--- src/rtl/stream_arb_pkg.sv ---
// Shared constants, FSM encoding and width helper for the stream share arbiter.
package stream_arb_pkg;

    localparam int DATA_W = 32;

    typedef enum logic {
        ARB  = 1'b0,
        XFER = 1'b1
    } arb_state_e;

    // Ceiling log2, never below 1 so single-entry ranges still get a bit.
    function automatic int clog2(input int n);
        int r;
        r = 0;
        for (int v = n - 1; v > 0; v = v >> 1) r++;
        return (r < 1) ? 1 : r;
    endfunction

endpackage

--- src/rtl/stream_share_arbiter_if.sv ---
// Requester, processor and response stream bundle for the stream share arbiter.
interface stream_share_arbiter_if
    import stream_arb_pkg::*;
#(
    parameter int NUM_REQ = 2
);
    logic [NUM_REQ-1:0]             req_valid;
    logic [NUM_REQ-1:0][DATA_W-1:0] req_data;
    logic [NUM_REQ-1:0]             req_last;
    logic [NUM_REQ-1:0]             req_ready;

    logic                           pa_valid;
    logic [DATA_W-1:0]              pa_data;
    logic                           pa_ready;

    logic                           pb_valid;
    logic [DATA_W-1:0]              pb_data;
    logic                           pb_ready;

    logic [NUM_REQ-1:0]             rsp_valid;
    logic [NUM_REQ-1:0][DATA_W-1:0] rsp_data;
    logic [NUM_REQ-1:0]             rsp_ready;

    // master: requesters + processor + response sinks; slave: the arbiter
    modport master (
        output req_valid, req_data, req_last, pa_ready, pb_valid, pb_data, rsp_ready,
        input  req_ready, pa_valid, pa_data, pb_ready, rsp_valid, rsp_data
    );

    modport slave (
        input  req_valid, req_data, req_last, pa_ready, pb_valid, pb_data, rsp_ready,
        output req_ready, pa_valid, pa_data, pb_ready, rsp_valid, rsp_data
    );
endinterface

--- src/rtl/stream_arb_tag_fifo.sv ---
// In-order owner-tag FIFO; a push while full is taken only alongside a pop.
module stream_arb_tag_fifo
    import stream_arb_pkg::*;
#(
    parameter int W     = 1,
    parameter int DEPTH = 8
) (
    input  logic         clk,
    input  logic         reset_n,
    input  logic         push_i,
    input  logic [W-1:0] din_i,
    input  logic         pop_i,
    output logic [W-1:0] dout_o,
    output logic         full_o,
    output logic         empty_o
);
    localparam int AW = clog2(DEPTH);

    logic [W-1:0] mem_q [DEPTH];
    logic [AW:0]  wr_q, rd_q;
    logic         do_push, do_pop;

    assign empty_o = (wr_q == rd_q);
    assign full_o  = (wr_q[AW] != rd_q[AW]) && (wr_q[AW-1:0] == rd_q[AW-1:0]);
    assign do_pop  = pop_i && !empty_o;
    assign do_push = push_i && (!full_o || do_pop);
    assign dout_o  = mem_q[rd_q[AW-1:0]];

    always_ff @(posedge clk or negedge reset_n) begin
        if (!reset_n) begin
            wr_q <= '0;
            rd_q <= '0;
        end else begin
            if (do_push) wr_q <= wr_q + 1'b1;
            if (do_pop)  rd_q <= rd_q + 1'b1;
        end
    end

    always_ff @(posedge clk) begin
        if (do_push) mem_q[wr_q[AW-1:0]] <= din_i;
    end

endmodule

--- src/rtl/stream_share_arbiter.sv ---
// Round-robin burst sharing of one in-order stream processor among NUM_REQ requesters.
// Optional STREAM_SHARE_ARB_STATS_EN adds per-requester word and stall counters.
module stream_share_arbiter
    import stream_arb_pkg::*;
#(
    parameter int NUM_REQ   = 2,
    parameter int BURST_LEN = 16,
    parameter int TAG_DEPTH = 8
) (
    input  logic                  clk,
    input  logic                  reset_n,
    stream_share_arbiter_if.slave bus,
    output logic                  busy,
    output logic                  tag_err
`ifdef STREAM_SHARE_ARB_STATS_EN
    ,
    output logic [NUM_REQ-1:0][DATA_W-1:0] stat_words,
    output logic [DATA_W-1:0]              stat_stall
`endif
);
    localparam int IDW = clog2(NUM_REQ);
    localparam int BCW = clog2(BURST_LEN);

    arb_state_e     state_q, state_d;
    logic [IDW-1:0] grant_q, grant_d;
    logic [IDW-1:0] rr_q, rr_d;
    logic [BCW-1:0] beat_q, beat_d;
    logic           tag_err_q;

    logic           found;
    logic [IDW-1:0] pick;
    logic           xfer, pa_valid_w, accept, last_beat;
    logic           tag_full, tag_empty, tag_pop;
    logic [IDW-1:0] head;

    assign xfer       = (state_q == XFER);
    assign pa_valid_w = xfer && bus.req_valid[grant_q] && !tag_full;
    assign accept     = pa_valid_w && bus.pa_ready;
    assign last_beat  = bus.req_last[grant_q] || (beat_q == BCW'(BURST_LEN - 1));
    assign tag_pop    = bus.pb_valid && bus.pb_ready;
    assign tag_err    = tag_err_q;

    // First valid requester at or after rr_q, wrapping.
    always_comb begin
        found = 1'b0;
        pick  = '0;
        for (int k = 0; k < NUM_REQ; k++) begin
            if (!found && bus.req_valid[(int'(rr_q) + k) % NUM_REQ]) begin
                found = 1'b1;
                pick  = IDW'((int'(rr_q) + k) % NUM_REQ);
            end
        end
    end

    always_ff @(posedge clk or negedge reset_n) begin
        if (!reset_n) begin
            state_q   <= ARB;
            grant_q   <= '0;
            rr_q      <= '0;
            beat_q    <= '0;
            tag_err_q <= 1'b0;
        end else begin
            state_q <= state_d;
            grant_q <= grant_d;
            rr_q    <= rr_d;
            beat_q  <= beat_d;
            if (bus.pb_valid && tag_empty) tag_err_q <= 1'b1;
        end
    end

    always_comb begin
        state_d = state_q;
        grant_d = grant_q;
        rr_d    = rr_q;
        beat_d  = beat_q;
        case (state_q)
            ARB: begin
                if (found) begin
                    grant_d = pick;
                    beat_d  = '0;
                    state_d = XFER;
                end
            end
            XFER: begin
                if (accept) begin
                    beat_d = beat_q + 1'b1;
                    if (last_beat) begin
                        state_d = ARB;
                        rr_d    = (grant_q == IDW'(NUM_REQ - 1)) ? '0 : grant_q + 1'b1;
                    end
                end
            end
            default: state_d = ARB;
        endcase
    end

    // Steering is purely combinational from registered grant and tag head.
    always_comb begin
        bus.req_ready = '0;
        bus.rsp_valid = '0;
        bus.pa_valid  = pa_valid_w;
        bus.pa_data   = bus.req_data[grant_q];
        if (xfer) bus.req_ready[grant_q] = bus.pa_ready && !tag_full;
        bus.pb_ready  = !tag_empty && bus.rsp_ready[head];
        if (!tag_empty) bus.rsp_valid[head] = bus.pb_valid;
        for (int i = 0; i < NUM_REQ; i++) bus.rsp_data[i] = bus.pb_data;
        busy = xfer || !tag_empty;
    end

    stream_arb_tag_fifo #(
        .W     (IDW),
        .DEPTH (TAG_DEPTH)
    ) u_tag_fifo (
        .clk     (clk),
        .reset_n (reset_n),
        .push_i  (accept),
        .din_i   (grant_q),
        .pop_i   (tag_pop),
        .dout_o  (head),
        .full_o  (tag_full),
        .empty_o (tag_empty)
    );

`ifdef STREAM_SHARE_ARB_STATS_EN
    logic [NUM_REQ-1:0][DATA_W-1:0] words_q;
    logic [DATA_W-1:0]              stall_q;

    always_ff @(posedge clk or negedge reset_n) begin
        if (!reset_n) begin
            words_q <= '0;
            stall_q <= '0;
        end else begin
            if (accept) words_q[grant_q] <= words_q[grant_q] + 1'b1;
            if (pa_valid_w && !bus.pa_ready) stall_q <= stall_q + 1'b1;
        end
    end

    assign stat_words = words_q;
    assign stat_stall = stall_q;
`endif

endmodule

--- src/flat_wrapper.sv ---
// flat-port wrapper written by rule: the top's interface ports become plain ports
module stream_share_arbiter_flat import stream_arb_pkg::*;
#(
    parameter int NUM_REQ   = 2,
    parameter int BURST_LEN = 16,
    parameter int TAG_DEPTH = 8
)
  (clk, reset_n, busy, tag_err, bus_req_valid, bus_req_data, bus_req_last, bus_pa_ready, bus_pb_valid, bus_pb_data, bus_rsp_ready, bus_req_ready, bus_pa_valid, bus_pa_data, bus_pb_ready, bus_rsp_valid, bus_rsp_data);
  stream_share_arbiter_if #(.NUM_REQ(NUM_REQ)) bus_i ();
  input  logic clk;
  input  logic reset_n;
  output logic busy;
  output logic tag_err;
  input wire logic [$bits(bus_i.req_valid)-1:0] bus_req_valid;
  input wire logic [$bits(bus_i.req_data)-1:0] bus_req_data;
  input wire logic [$bits(bus_i.req_last)-1:0] bus_req_last;
  input wire logic [$bits(bus_i.pa_ready)-1:0] bus_pa_ready;
  input wire logic [$bits(bus_i.pb_valid)-1:0] bus_pb_valid;
  input wire logic [$bits(bus_i.pb_data)-1:0] bus_pb_data;
  input wire logic [$bits(bus_i.rsp_ready)-1:0] bus_rsp_ready;
  output wire logic [$bits(bus_i.req_ready)-1:0] bus_req_ready;
  output wire logic [$bits(bus_i.pa_valid)-1:0] bus_pa_valid;
  output wire logic [$bits(bus_i.pa_data)-1:0] bus_pa_data;
  output wire logic [$bits(bus_i.pb_ready)-1:0] bus_pb_ready;
  output wire logic [$bits(bus_i.rsp_valid)-1:0] bus_rsp_valid;
  output wire logic [$bits(bus_i.rsp_data)-1:0] bus_rsp_data;
  assign bus_i.req_valid = bus_req_valid;
  assign bus_i.req_data = bus_req_data;
  assign bus_i.req_last = bus_req_last;
  assign bus_i.pa_ready = bus_pa_ready;
  assign bus_i.pb_valid = bus_pb_valid;
  assign bus_i.pb_data = bus_pb_data;
  assign bus_i.rsp_ready = bus_rsp_ready;
  assign bus_req_ready = bus_i.req_ready;
  assign bus_pa_valid = bus_i.pa_valid;
  assign bus_pa_data = bus_i.pa_data;
  assign bus_pb_ready = bus_i.pb_ready;
  assign bus_rsp_valid = bus_i.rsp_valid;
  assign bus_rsp_data = bus_i.rsp_data;
  stream_share_arbiter #(.NUM_REQ(NUM_REQ), .BURST_LEN(BURST_LEN), .TAG_DEPTH(TAG_DEPTH)) u_core (.clk(clk), .reset_n(reset_n), .bus(bus_i), .busy(busy), .tag_err(tag_err));
endmodule
--- config.mk ---
export PLATFORM = sky130hd
export DESIGN_NAME = stream_share_arbiter_flat
export DESIGN_NICKNAME = d
export VERILOG_FILES = /design/src/rtl/stream_arb_pkg.sv /design/src/rtl/stream_share_arbiter_if.sv /design/src/rtl/stream_arb_tag_fifo.sv /design/src/rtl/stream_share_arbiter.sv /design/src/flat_wrapper.sv
export SDC_FILE = /design/constraint.sdc
export NUM_CORES = 1
export LEC_CHECK = 0
export ABC_AREA = 1
export CORE_ASPECT_RATIO = 1.75
export CORE_UTILIZATION = 31
export DETAILED_ROUTE_END_ITERATION = 10
export GPL_ROUTABILITY_DRIVEN = 0
export PLACE_DENSITY = 0.91
export SYNTH_ARGS = -nofsm -noshare
export SYNTH_HDL_FRONTEND = slang
export SYNTH_SLANG_ARGS = --single-unit
--- constraint.sdc ---
create_clock -name clk -period 2 [get_ports clk]
set_input_delay 0.2 -clock clk [delete_from_list [all_inputs] [get_ports clk]]
set_output_delay 0.2 -clock clk [all_outputs]
set_load 0.01 [all_outputs]
* Word level (Yosys, flattened, before mapping) *
Memory sizes are Yosys's and may differ from the RTL's.
Cells that the tools add are included.

operators by class
  multiplexer cells = 33
  equality and inequality tests = 6
  $add $sub $neg = 5
  $lt $le $gt $ge = 6
  bitwise gates (word level) = 4
  reduce and logical (&&, ||, !) cells = 22

operators by type and width
  kind                   number
  $mux W32               2
  $mux W1                23
  $logic_and A1 B1 Y1    13
  $add A4 B1 Y4 const B  3
  $mux W4                2
  $pmux W4 S2            1
  $lt A1 B2 Y1 const B   3
  $and A2 B2 Y2          2
  $eq A4 B4 Y1           1
  $eq A4 B4 Y1 const B   1
  $mux W2                2
  $reduce_and A2 Y1      2
  $eq A3 B3 Y1           1
  $logic_not A1 Y1       3
  $logic_or A1 B1 Y1     3
  $lt A2 B3 Y1 const B   1
  $reduce_and A3 Y1      1
  $add A1 B1 Y1 const B  2
  $demux W1 S1           2
  $ge A1 B1 Y1 const B   2
  $ne A2 B1 Y1 const B   1
  $ne A2 B2 Y1 const B   1
  $pmux W1 S2            1
  $and A1 B1 Y1 const A  1
  other kinds (2)        2

storage, ports and cells
  bits in writable memories = 8
  input port bits = 106
  register bits = 16
  memories = 1
  logic and storage cells = 84

memory list
  name                     words  width  read ports  clocked after memory_dff  write ports  line                       source
  u_core.u_tag_fifo.mem_q  8      1      1           0                         1            stream_arb_tag_fifo.sv:19  logic [W-1:0] mem_q [DEPTH];

* Logic depth before layout (Yosys ltp) *
Gate-level depths: netlist of run 1.
An unclocked memory read counts as a cell.

  depth after elaboration = 10
  depth in mapped cells = 11
  depth with buffers taken out = 10

* By module *
From an unflattened synthesis of run 1, not the netlist that was laid out.

second synthesis, totals
  cells, all modules = 343
  area, all modules = 2319.7 um^2

by module, submodules not included
  module                area each (um^2)  seq. area each (um^2)  instances  cells each
  stream_share_arbiter  1417.6            200.2                  1          240
  stream_arb_tag_fifo   902.1             440.4                  1          103

* Least setup slack after synthesis of run 1 *
No wires, ideal clock.

  kind = reg2reg
  start = register u_core.grant_q
  end = memory u_core.u_tag_fifo.mem_q[6] (enable)
  cell stages (with the launch flop) = 7
  slack = 0.412 ns
  arrival time = 1.270 ns
  buffers on the path = 2
  cell sequence = dfrtp_1 > buf_2 > nor2_1 > a211oi_2 > nand3_2 > buf_2 > nor4_2

between the ends
  longest elaborated chain between the ends = 8

ends and longest elaborated chain
  what                                        line                        source
  start: declaration                          stream_share_arbiter.sv:25  logic [IDW-1:0] grant_q, grant_d;
  start signal: assignment                    stream_share_arbiter.sv:64  grant_q <= grant_d;
  $mux W1 (not written as such) (2 in a row)  stream_share_arbiter.sv:37  assign pa_valid_w = xfer && bus.req_valid[grant_q] && !tag_full;
  $logic_and A1 B1 Y1 (2 in a row)            stream_share_arbiter.sv:37
  $logic_and A1 B1 Y1                         stream_share_arbiter.sv:38  assign accept = pa_valid_w && bus.pa_ready;
  $logic_and A1 B1 Y1                         stream_arb_tag_fifo.sv:26   assign do_push = push_i && (!full_o || do_pop);
  $mux W1                                     stream_arb_tag_fifo.sv:40   if (do_push) mem_q[wr_q[AW-1:0]] <= din_i;
  $mux W1 (not written as such)               stream_arb_tag_fifo.sv:40
  end: declaration                            stream_arb_tag_fifo.sv:19

No other way between the ends. The select of a mux whose other input is x is not followed.

* Worst setup path after layout of run 1 *
  start = register u_core.grant_q
  end = output port bus_pa_data[12]

between the ends
  longest elaborated chain between the ends = 2

ends and longest elaborated chain
  what                                         line                         source
  $mux W32 (not written as such) (2 in a row)  stream_share_arbiter.sv:102  bus.pa_data = bus.req_data[grant_q];
  end: declaration                             flat_wrapper.sv:23           output wire logic [$bits(bus_i.pa_data)-1:0] bus_pa_data;

No other way between the ends. The select of a mux whose other input is x is not followed.

==> flow_metrics.tcl, run 1 <==
set metrics [dict create \
    status "completed" \
    initial_core_util_pct 32.6 \
    drive_above_1_share_pct 9.32 \
    max_freq_ghz 0.518 \
    vias_per_cell 4.70 \
    tns_ns 0 \
    yosys_warnings 0 \
    routed_wl_um 7280 \
    postSynthAreaPerCell_um2 6.65 \
    dieWidth_um 66.7 \
    tightest_slew_ns 0.739 \
    crit_path_max_fanout 18 \
    power_frac_seq_pct 21.6 \
    overflow 0 \
    internal-power_mw 2.33 \
    io_pins 210 \
    cpMostUsedCell "nand2_1" \
    max_cap_violations 0 \
    swShare_pct 43.8 \
    p_clk_share_pct 10.4 \
    maxSlewHeadroom_pct 50.6 \
    async_reset_ff_share_pct 66.7 \
    hpwl_um 5690 \
    yosys.area.top_type "nand2_1" \
    ys.flop_type "dfrtp_1" \
    grt_pass1_wl_um 10500 \
    finalCriticalPeriod_ns 1.93 \
    vias 2260 \
    ir_drop_mv 0.431 \
    grt_pass1_vias 2279 \
    antennaDiodeCount 0 \
    critical_path_required_ns 1.80 \
    htreeDepth 1 \
    switchingPower_mw 1.82 \
    cts_buffers 3 \
    power.share.combinational_pct 68.1 \
    synthToLayoutAreaGrowth_pct 41.9 \
    startpoint_type "flip-flop" \
    antenna_found_initial 0 \
    hold_viol 0 \
    cp.arrival_ns 1.73 \
    grt_max_degree 37 \
    core_um2 6960 \
    final_common_cell "nand2_1" \
    setup_viol 0 \
    synth_top_area_share_pct 24.0 \
    final_cell_mix "nand2_1, clkdlybuf4s50_1, inv_1" \
    crit_chain "clkinv_1 > buf_12 > nand2_1 > nand2_1 > clkdlybuf4s50_1" \
    synth_cells 341 \
    synth_area_um2 2270 \
    route.antenna.remaining_nets 0 \
    seq_area_frac_synth_pct 28.2 \
    dr.pass1.iters 5 \
    drc 0 \
    pre_cts_ws_ns 0.0396 \
    routedWlPerCell_um 15.1 \
    clock_latency_ns 0.26 \
    fin_nets 507 \
    cts_buffer_depth 2 \
    fp.dieH_um 115 \
    end_kind "output port" \
    grt_usage_pct 18.3 \
    cts_root_buf "clkbuf_16" \
    cts_tree "done" \
    skew_ns 0.00521 \
    cpPeakStageDelay_ns 0.49 \
    hp-class "input pin to asynchronous set/reset pin" \
    synth_edf_count 8 \
    dp.cells 469 \
    p_leak_nw 1.62 \
    io_buffers 113 \
    initialDrtViolationCount 95 \
    rsz0062_at_grt "true" \
    cp_slowest_cell "clkdlybuf4s50_1" \
    core.rowCount 40 \
    yosysUniqueCellTypes 31 \
    path_clk_slew_ns 0.06 \
    syn-num-nets 450 \
    pwr_density_cell_nw_per_um2 1290 \
    synth.area.top_cells "nand2_1, buf_4, dfrtp_1" \
    ys_ff_latch 24 \
    cts_sinks 24 \
    worst_slack_ns 0.0701 \
    die-area_um2 7680 \
    slew_viol_final 0 \
    fin_cells 481 \
    crit_type "flip-flop to output port" \
    finalCritPeriodShare_pct 96.5 \
]
==> registers in the layout, summed over array words and instances (netlist names) <==
name / cells
u_core.u_tag_fifo.mem_q: 8
u_core.beat_q: 4
u_core.u_tag_fifo.rd_q: 4
u_core.u_tag_fifo.wr_q: 4
u_core.grant_q: 1
u_core.rr_q: 1
u_core.state_q: 1
u_core.tag_err: 1
==> synthesized netlist by cell type (3+ instances only) <==
master,instances
ha_1,3
xor2_1,6
dfrtp_1,16
clkbuf_1,6
edfxtp_1,8
nor2_1,9
buf_4,64
nand2_1,145
o21ai_1,4
nand3_1,16
inv_1,27
buf_2,4
xnor2_1,3
nor3_1,7
==> cell type report <==
cell class	instances	area, um^2
well taps	84	105
repair buffers	129	1290
clock inverters	1	3.75
flip-flops and latches	24	646
clock buffers	3	75.1
fillers	639	3740
inverters	30	113
multi-input cells	210	987
==> timing repair <==
action | CTS | global route
resized for setup | 9 | 9
hold buffers | 0 | 0
endpoints found under the setup margin | 38 | 9
pin swaps | 3 | 1
buffers inserted | 4 | 3
gates cloned | 0 | 1
==> metal layers <==
| layer | GRT usage (%) | wire length (um) | vias to the layer above |
|---|---|---|---|
| met2 | 33.1 | 3640 | 147 |
| met1 | 15.3 | 2350 | 996 |
| met5 | 0 | 0 | - |
| met3 | 10.2 | 1020 | 29 |
| li1 | - | - | 1088 |
| met4 | 9.08 | 268 | 0 |
==> power groups by stage <==
| stage | Combinational [mW] | Clock [mW] | Sequential (mW) |
|---|---|---|---|
| after floorplan | 1.62 | 0 | 0.801 |
| after global placement | 2.54 | 0 | 0.873 |
| after detailed placement | 2.61 | 0 | 0.887 |
| after CTS | 2.70 | 0.441 | 0.880 |
| after global routing | 3.09 | 0.463 | 0.909 |
| final | 2.83 | 0.432 | 0.896 |
==> cells by family (layout without fill, tap and decap cells) <==
family	after synthesis	after routing	share of synthesized area, %
buffers and inverters	107	163	29.2
adder cells (fa/ha/maj)	3	3	1.65
AND/OR/NAND/NOR	186	186	34.1
flip-flops	24	24	28.2
AO/OA/AOI/OAI	12	12	3.25
XOR/XNOR	9	9	3.48
==> stage by stage <==
stage	util (%)	cell area, um^2	hold WS (ns)	total power, mW
floorplan	-	2270	-0.0956	2.42
global placement	43.5	3030	0.400	3.42
detailed placement	43.5	3030	0.400	3.50
CTS	45.3	3150	0.400	4.02
global route	46.3	3220	0.400	4.47
finish	46.3	3220	0.376	4.16
==> worst paths after layout <==
check / startpoint / end / slack (ns) / depth (start not counted)
max: u_core.grant_q$_DFFE_PN0P_ / bus_pa_data[12] / 0.07 / 5
min: reset_n / u_core.u_tag_fifo.rd_q[2]$_DFFE_PN0P_ / 0.38 / 1
max reg2reg: u_core.grant_q$_DFFE_PN0P_ / u_core.beat_q[1]$_DFFE_PN0P_ / 0.28 / 8
min reg2reg: u_core.rr_q$_DFFE_PN0P_ / u_core.rr_q$_DFFE_PN0P_ / 0.48 / 2
max in group asynchronous: reset_n / u_core.grant_q$_DFFE_PN0P_ / 1.10 / 1
min in group clk: bus_pb_data[28] / bus_rsp_data[28] / 0.40 / 0
==> critical path, delay by kind of cell (launching register included) <==
| kind | cells | cell delay, ns |
|---|---|---|
| flip-flops | 1 | 0.46 |
| buffers and inverters | 3 | 0.86 |
| AND/OR/NAND/NOR | 2 | 0.14 |
Note: power is estimated with default switching activity, not from simulation.
==> inputs of run 2 (changes only) <==
- MAX_ROUTING_LAYER: not set -> met4
- SKIP_CTS_REPAIR_TIMING: not set -> 1
==> run 2 against run 1 <==
  * Global-route usage is essentially flat
  * Core utilization decreased by 0.36 points
  * Non-clock buffer count is 4 lower
  * Sequential cell count unchanged
  * Power shrank 1.2%
  * Sequential power fell by 0.6%
  * Count of clock-buffer cells in the layout stayed put
  * Clock skew rose by 0.0017 ns
  * Combinational power down 2%
  * Critical endpoint unchanged
  * Largest cell class unchanged
  * Largest power group unchanged
  * Highest routed layer unchanged
==> flow_metrics.tcl, run 2 (synthesis results as in run 1) <==
set metrics [dict create \
    die-area_um2 7680 \
    final_cell_area_um2 3190 \
    cpMostUsedCell "nand2_1" \
    vias_per_cell 4.70 \
    drive_above_1_share_pct 7.63 \
    drc 0 \
    finalCritPeriodShare_pct 97.0 \
    htreeDepth 1 \
    final_cell_mix "nand2_1, clkdlybuf4s50_1, inv_1" \
    synthToLayoutAreaGrowth_pct 40.8 \
    fp.dieH_um 115 \
    critical_path_required_ns 1.80 \
    skew_ns 0.00688 \
    dieWidth_um 66.7 \
    cts_buffers 3 \
    hp-class "input pin to asynchronous set/reset pin" \
    cpPeakStageDelay_ns 0.49 \
    multi_input_area_um2 980 \
    fin_nets 503 \
    pwr_density_cell_nw_per_um2 1290 \
    route.antenna.remaining_nets 0 \
    crit_path_max_fanout 18 \
    routed_wl_um 7290 \
    io_buffers 113 \
    grt_max_degree 37 \
    hpwl_um 5690 \
    largest_register_ffs 8 \
    cts_sinks 24 \
    rsz0062_at_grt "true" \
    initialDrtViolationCount 118 \
    cts_buffer_depth 2 \
    tightest_slew_ns 0.758 \
    holdWs_ns 0.381 \
    initial_core_util_pct 32.6 \
    ir_drop_mv 0.436 \
    vias 2240 \
    cp.arrival_ns 1.74 \
    core.rowCount 40 \
    startpoint_type "flip-flop" \
    crit_chain "clkinv_1 > buf_12 > nand2_1 > nand2_1 > clkdlybuf4s50_1" \
    end_kind "output port" \
    antennaDiodeCount 0 \
    dpl_cell_area_um2 3030 \
    maxSlewHeadroom_pct 49.3 \
    tns_ns 0 \
    fin_cells 477 \
    cts_root_buf "clkbuf_16" \
    antenna_found_initial 0 \
    cp_slowest_cell "clkdlybuf4s50_1" \
    p_leak_nw 1.63 \
    status "completed" \
    overflow 0 \
    pre_cts_ws_ns 0.0396 \
    grt_usage_pct 18.2 \
    slew_viol_final 0 \
    cts_tree "done" \
    hold_viol 0 \
    dp.cells 469 \
    setup_viol 0 \
    max_cap_violations 0 \
    finalCriticalPeriod_ns 1.94 \
    dr.pass1.iters 5 \
    max_freq_ghz 0.515 \
    grt_pass1_vias 2204 \
    core_um2 6960 \
    regArea_um2 644 \
    routedWlPerCell_um 15.3 \
    final_common_cell "nand2_1" \
    path_clk_slew_ns 0.06 \
    io_pins 210 \
    worst_slack_ns 0.0594 \
    clock_latency_ns 0.26 \
    grt_pass1_wl_um 10200 \
    crit_type "flip-flop to output port" \
    fillers 648 \
]
==> run 2: stage by stage <==
step | power [mW] | util [%]
after floorplan | 2.42 | -
after global placement | 3.42 | 43.5
after detailed placement | 3.50 | 43.5
after CTS | 3.95 | 44.6
after global routing | 4.41 | 45.9
final | 4.10 | 45.9
==> run 2: power breakdown <==
| group | internal [mW] | switching, mW |
|---|---|---|
| registers | 0.697 | 0.194 |
| clock network | 0.267 | 0.166 |
| logic | 1.33 | 1.45 |
| total | 2.30 | 1.81 |
==> run 2: metal layers <==
metal | track usage (%) | share of wire, % | vias to the layer above
met5 | - | 0 | -
met1 | 15.5 | 32 | 985
met2 | 32.1 | 51 | 149
met3 | 9.72 | 14 | 24
met4 | 7.66 | 2.8 | 0
li1 | - | - | 1082
==> run 2: worst paths after layout <==
check	start	end	slack, ns	depth (start not counted)
setup / recovery	u_core.grant_q$_DFFE_PN0P_	bus_pa_data[12]	0.06	5
hold / removal	reset_n	u_core.u_tag_fifo.rd_q[2]$_DFFE_PN0P_	0.38	1
setup reg to reg	u_core.grant_q$_DFFE_PN0P_	u_core.beat_q[1]$_DFFE_PN0P_	0.23	8
hold reg to reg	u_core.tag_err$_DFFE_PN0P_	u_core.tag_err$_DFFE_PN0P_	0.46	1
max in group asynchronous	reset_n	u_core.grant_q$_DFFE_PN0P_	1.08	1
min in group clk	bus_pb_data[28]	bus_rsp_data[28]	0.40	0
==> run 2: critical path: cells and delay by family, from the launching register on <==
| family | cells | cell delay [ns] |
|---|---|---|
| buf+inv | 3 | 0.88 |
| simple gates | 2 | 0.14 |
| flops | 1 | 0.46 |
==> run 2: layout make-up <==
| type | count | area share, % |
|---|---|---|
| inverter | 30 | 3.53 |
| clock inverter | 1 | 0.118 |
| multi-input combinational | 210 | 30.7 |
| tap | 84 | 3.29 |
| clock buffer | 3 | 2.35 |
| timing repair buffer | 125 | 39.9 |
| sequential | 24 | 20.2 |
==> RTL edit (settings of run 1) <==
`TAG_DEPTH` is set to 8 in 2 places; all go to 16.
--- a/src/rtl/stream_share_arbiter.sv
+++ b/src/rtl/stream_share_arbiter.sv
@@ -7,3 +7,3 @@
     parameter int BURST_LEN = 16,
-    parameter int TAG_DEPTH = 8
+    parameter int TAG_DEPTH = 16
 ) (
--- a/src/flat_wrapper.sv
+++ b/src/flat_wrapper.sv
@@ -5,3 +5,3 @@
     parameter int BURST_LEN = 16,
-    parameter int TAG_DEPTH = 8
+    parameter int TAG_DEPTH = 16
 )
Formal check against the unedited RTL: same outputs for any inputs over 4 cycles, from zero or initial values and one cycle with reset_n low; that may be too few to reach the edited logic, so the function may still have changed.
==> RTL edit against run 1 <==
  * Final cell count rose by 20%
  * Wire length rose by 10%
  * Setup slack worse by 0.012 ns
  * Power rose by 22%
  * Sequential power increased by 32%
  * Register-to-register slack got worse by 0.03 ns
  * Synthesized cell count rose by 16%
  * Sequential cell count up 10
  * Area after synthesis is 23% higher
  * Global-route usage fell by 1.0 points
  * Cell area up 22%
  * Clock power increased by 67%
==> RTL edit: results <==
final_layout:
  fillers: 831
  largest_reg_flops: 16
  drive_gt1_share_pct: 13.1
  n_antenna_cell: 0
  fin_nets: 570
cts:
  cts-htree-levels: 2
  cts_made_buffers: 5
  worstSkewPairLatency_ns: 0.28
  cts_buffer_depth: 2
  path_clk_slew_ns: 0.05
  cts-root-buf: "clkbuf_16"
detailed_routing:
  avgViaCountPerCell: 4.63
  routed_wl_um: 8040
  drt_first_iter_violations: 129
  drt_pass1_iterations: 4
  vias: 2666
worst_hold_path:
  hold_class: "primary input to asynchronous set/reset pin"
global_route:
  grt_pass1_vias: 2818
  grt_pass1_wl_um: 12400
  grt_max_degree: 36
  grt_usage_pct: 17.3
  antenna_found_initial: 0
synthesis:
  synth-seq-area-share_pct: 33.3
  synthFlopType: "dfrtp_1"
  synth_warnings: 0
  synth.avg_cell_area_sq_um: 7.08
  synthesis.nets: 507
  ys_top_cells_by_count: "nand2_1 (159), buf_4 (66), inv_1 (29), nand3_1 (24), dfrtp_1 (18)"
  synth_edf_count: 16
  ys_types: 29
  synthTopCellsByArea: "nand2_1 (21%), buf_4 (18%), edfxtp_1 (17%), dfrtp_1 (16%), nand3_1 (4.3%)"
  ys_async_sr_fraction_pct: 52.9
worst_setup_path:
  regToRegSetupSlack_ns: 0.25
  r2r_cells: 10
  arrival_ns: 1.74
  r2r-start: "u_core.u_tag_fifo.rd_q[0]$_DFFE_PN0P_"
  cp_max_fo: 17
  crit_family: "buffers and inverters"
  cp_slowest_stage_delay_ns: 0.53
  timing.rr.end: "u_core.u_tag_fifo.mem_q[7]$_DFFE_PP_"
  cpMaxStageDelayCell: "clkdlybuf4s50_1"
sta:
  fin_skew_ns: 0.00260
  slew_headroom_pct: 81.3
pwr:
  leakagePower_nw: 1.95
  irDropWorstVdd_v: 0.000571
placement:
  dpl_cell_area_sq_um: 3620
  place_ws_ns: -0.128
  placed_cells: 561
  port_buffers: 113
  hpwlAfterDp_um: 6060
job:
  maxCapViolations: 0
status:
  outcome: "completed"
## RTL edit: routing by layer
metal | global-route usage [%] | share of wire (%) | vias to the layer above
met2 | 32.1 | 56 | 145
li1 | - | - | 1273
met1 | 15.6 | 32 | 1211
met5 | 0 | 0 | -
met4 | 12.8 | 4.8 | 0
met3 | 3.55 | 7.0 | 37
## RTL edit: where the power goes
part,switching [mW],total (mW),internal (mW)
clock,0.268,0.722,0.454
sequential,0.215,1.18,0.968
combinational,1.72,3.18,1.47
total,2.20,5.09,2.89
## RTL edit: cells by family after synthesis
kind of cell,count (synthesis),synth area share [%]
adders and majority gates,6,2.68
and+or+nand+nor,220,32.9
AOI/OAI and AO/OA,8,1.79
buffers and inverters,113,25.0
DFF,34,33.3
xor gates and xnor gates,14,4.38
## RTL edit: what timing repair did
action,CTS,global route
resized for setup,19,31
endpoints found under the setup margin,31,38
setup buffers,4,2
pin swaps,2,3
gates cloned,0,1
endpoints found under the hold margin,0,0
## RTL edit: how the worst max path moves through the flow
stage / start / to / slack [ns] / cells after the start
after floorplan: u_core.grant_q$_DFFE_PN0P_ / u_core.u_tag_fifo.mem_q[4]$_DFFE_PP_ / 0.33 / 6
after global placement: u_core.u_tag_fifo.rd_q[0]$_DFFE_PN0P_ / bus_pb_ready / -0.007 / 11
after detailed placement: u_core.u_tag_fifo.rd_q[0]$_DFFE_PN0P_ / bus_pb_ready / -0.13 / 11
after CTS: u_core.state_q$_DFF_PN0_ / bus_pa_valid / -0.07 / 5
after global routing: u_core.grant_q$_DFFE_PN0P_ / bus_pa_data[6] / -0.002 / 5
final: u_core.grant_q$_DFFE_PN0P_ / bus_pa_data[27] / 0.06 / 5
## RTL edit: cell type report
| class | instances | area share (%) |
|---|---|---|
| repair buffers | 134 | 34.4 |
| clock inverters | 2 | 0.224 |
| inverters | 35 | 3.58 |
| flip-flops and latches | 34 | 23.9 |
| multi-input cells | 248 | 30.9 |
| well taps | 117 | 3.74 |
| clock buffers | 6 | 3.29 |
## RTL edit: per-stage QoR
| stage | hold slack, ns | setup TNS (ns) | util [%] |
|---|---|---|---|
| after global routing | 0.292 | -0.00159 | 44.9 |
| after CTS | 0.278 | -0.0710 | 43.7 |
| after global placement | 0.400 | -0.00733 | 41.5 |
| after floorplan | -0.0956 | 0 | - |
| after detailed placement | 0.400 | -0.135 | 41.5 |
| final | 0.262 | 0 | 44.9 |
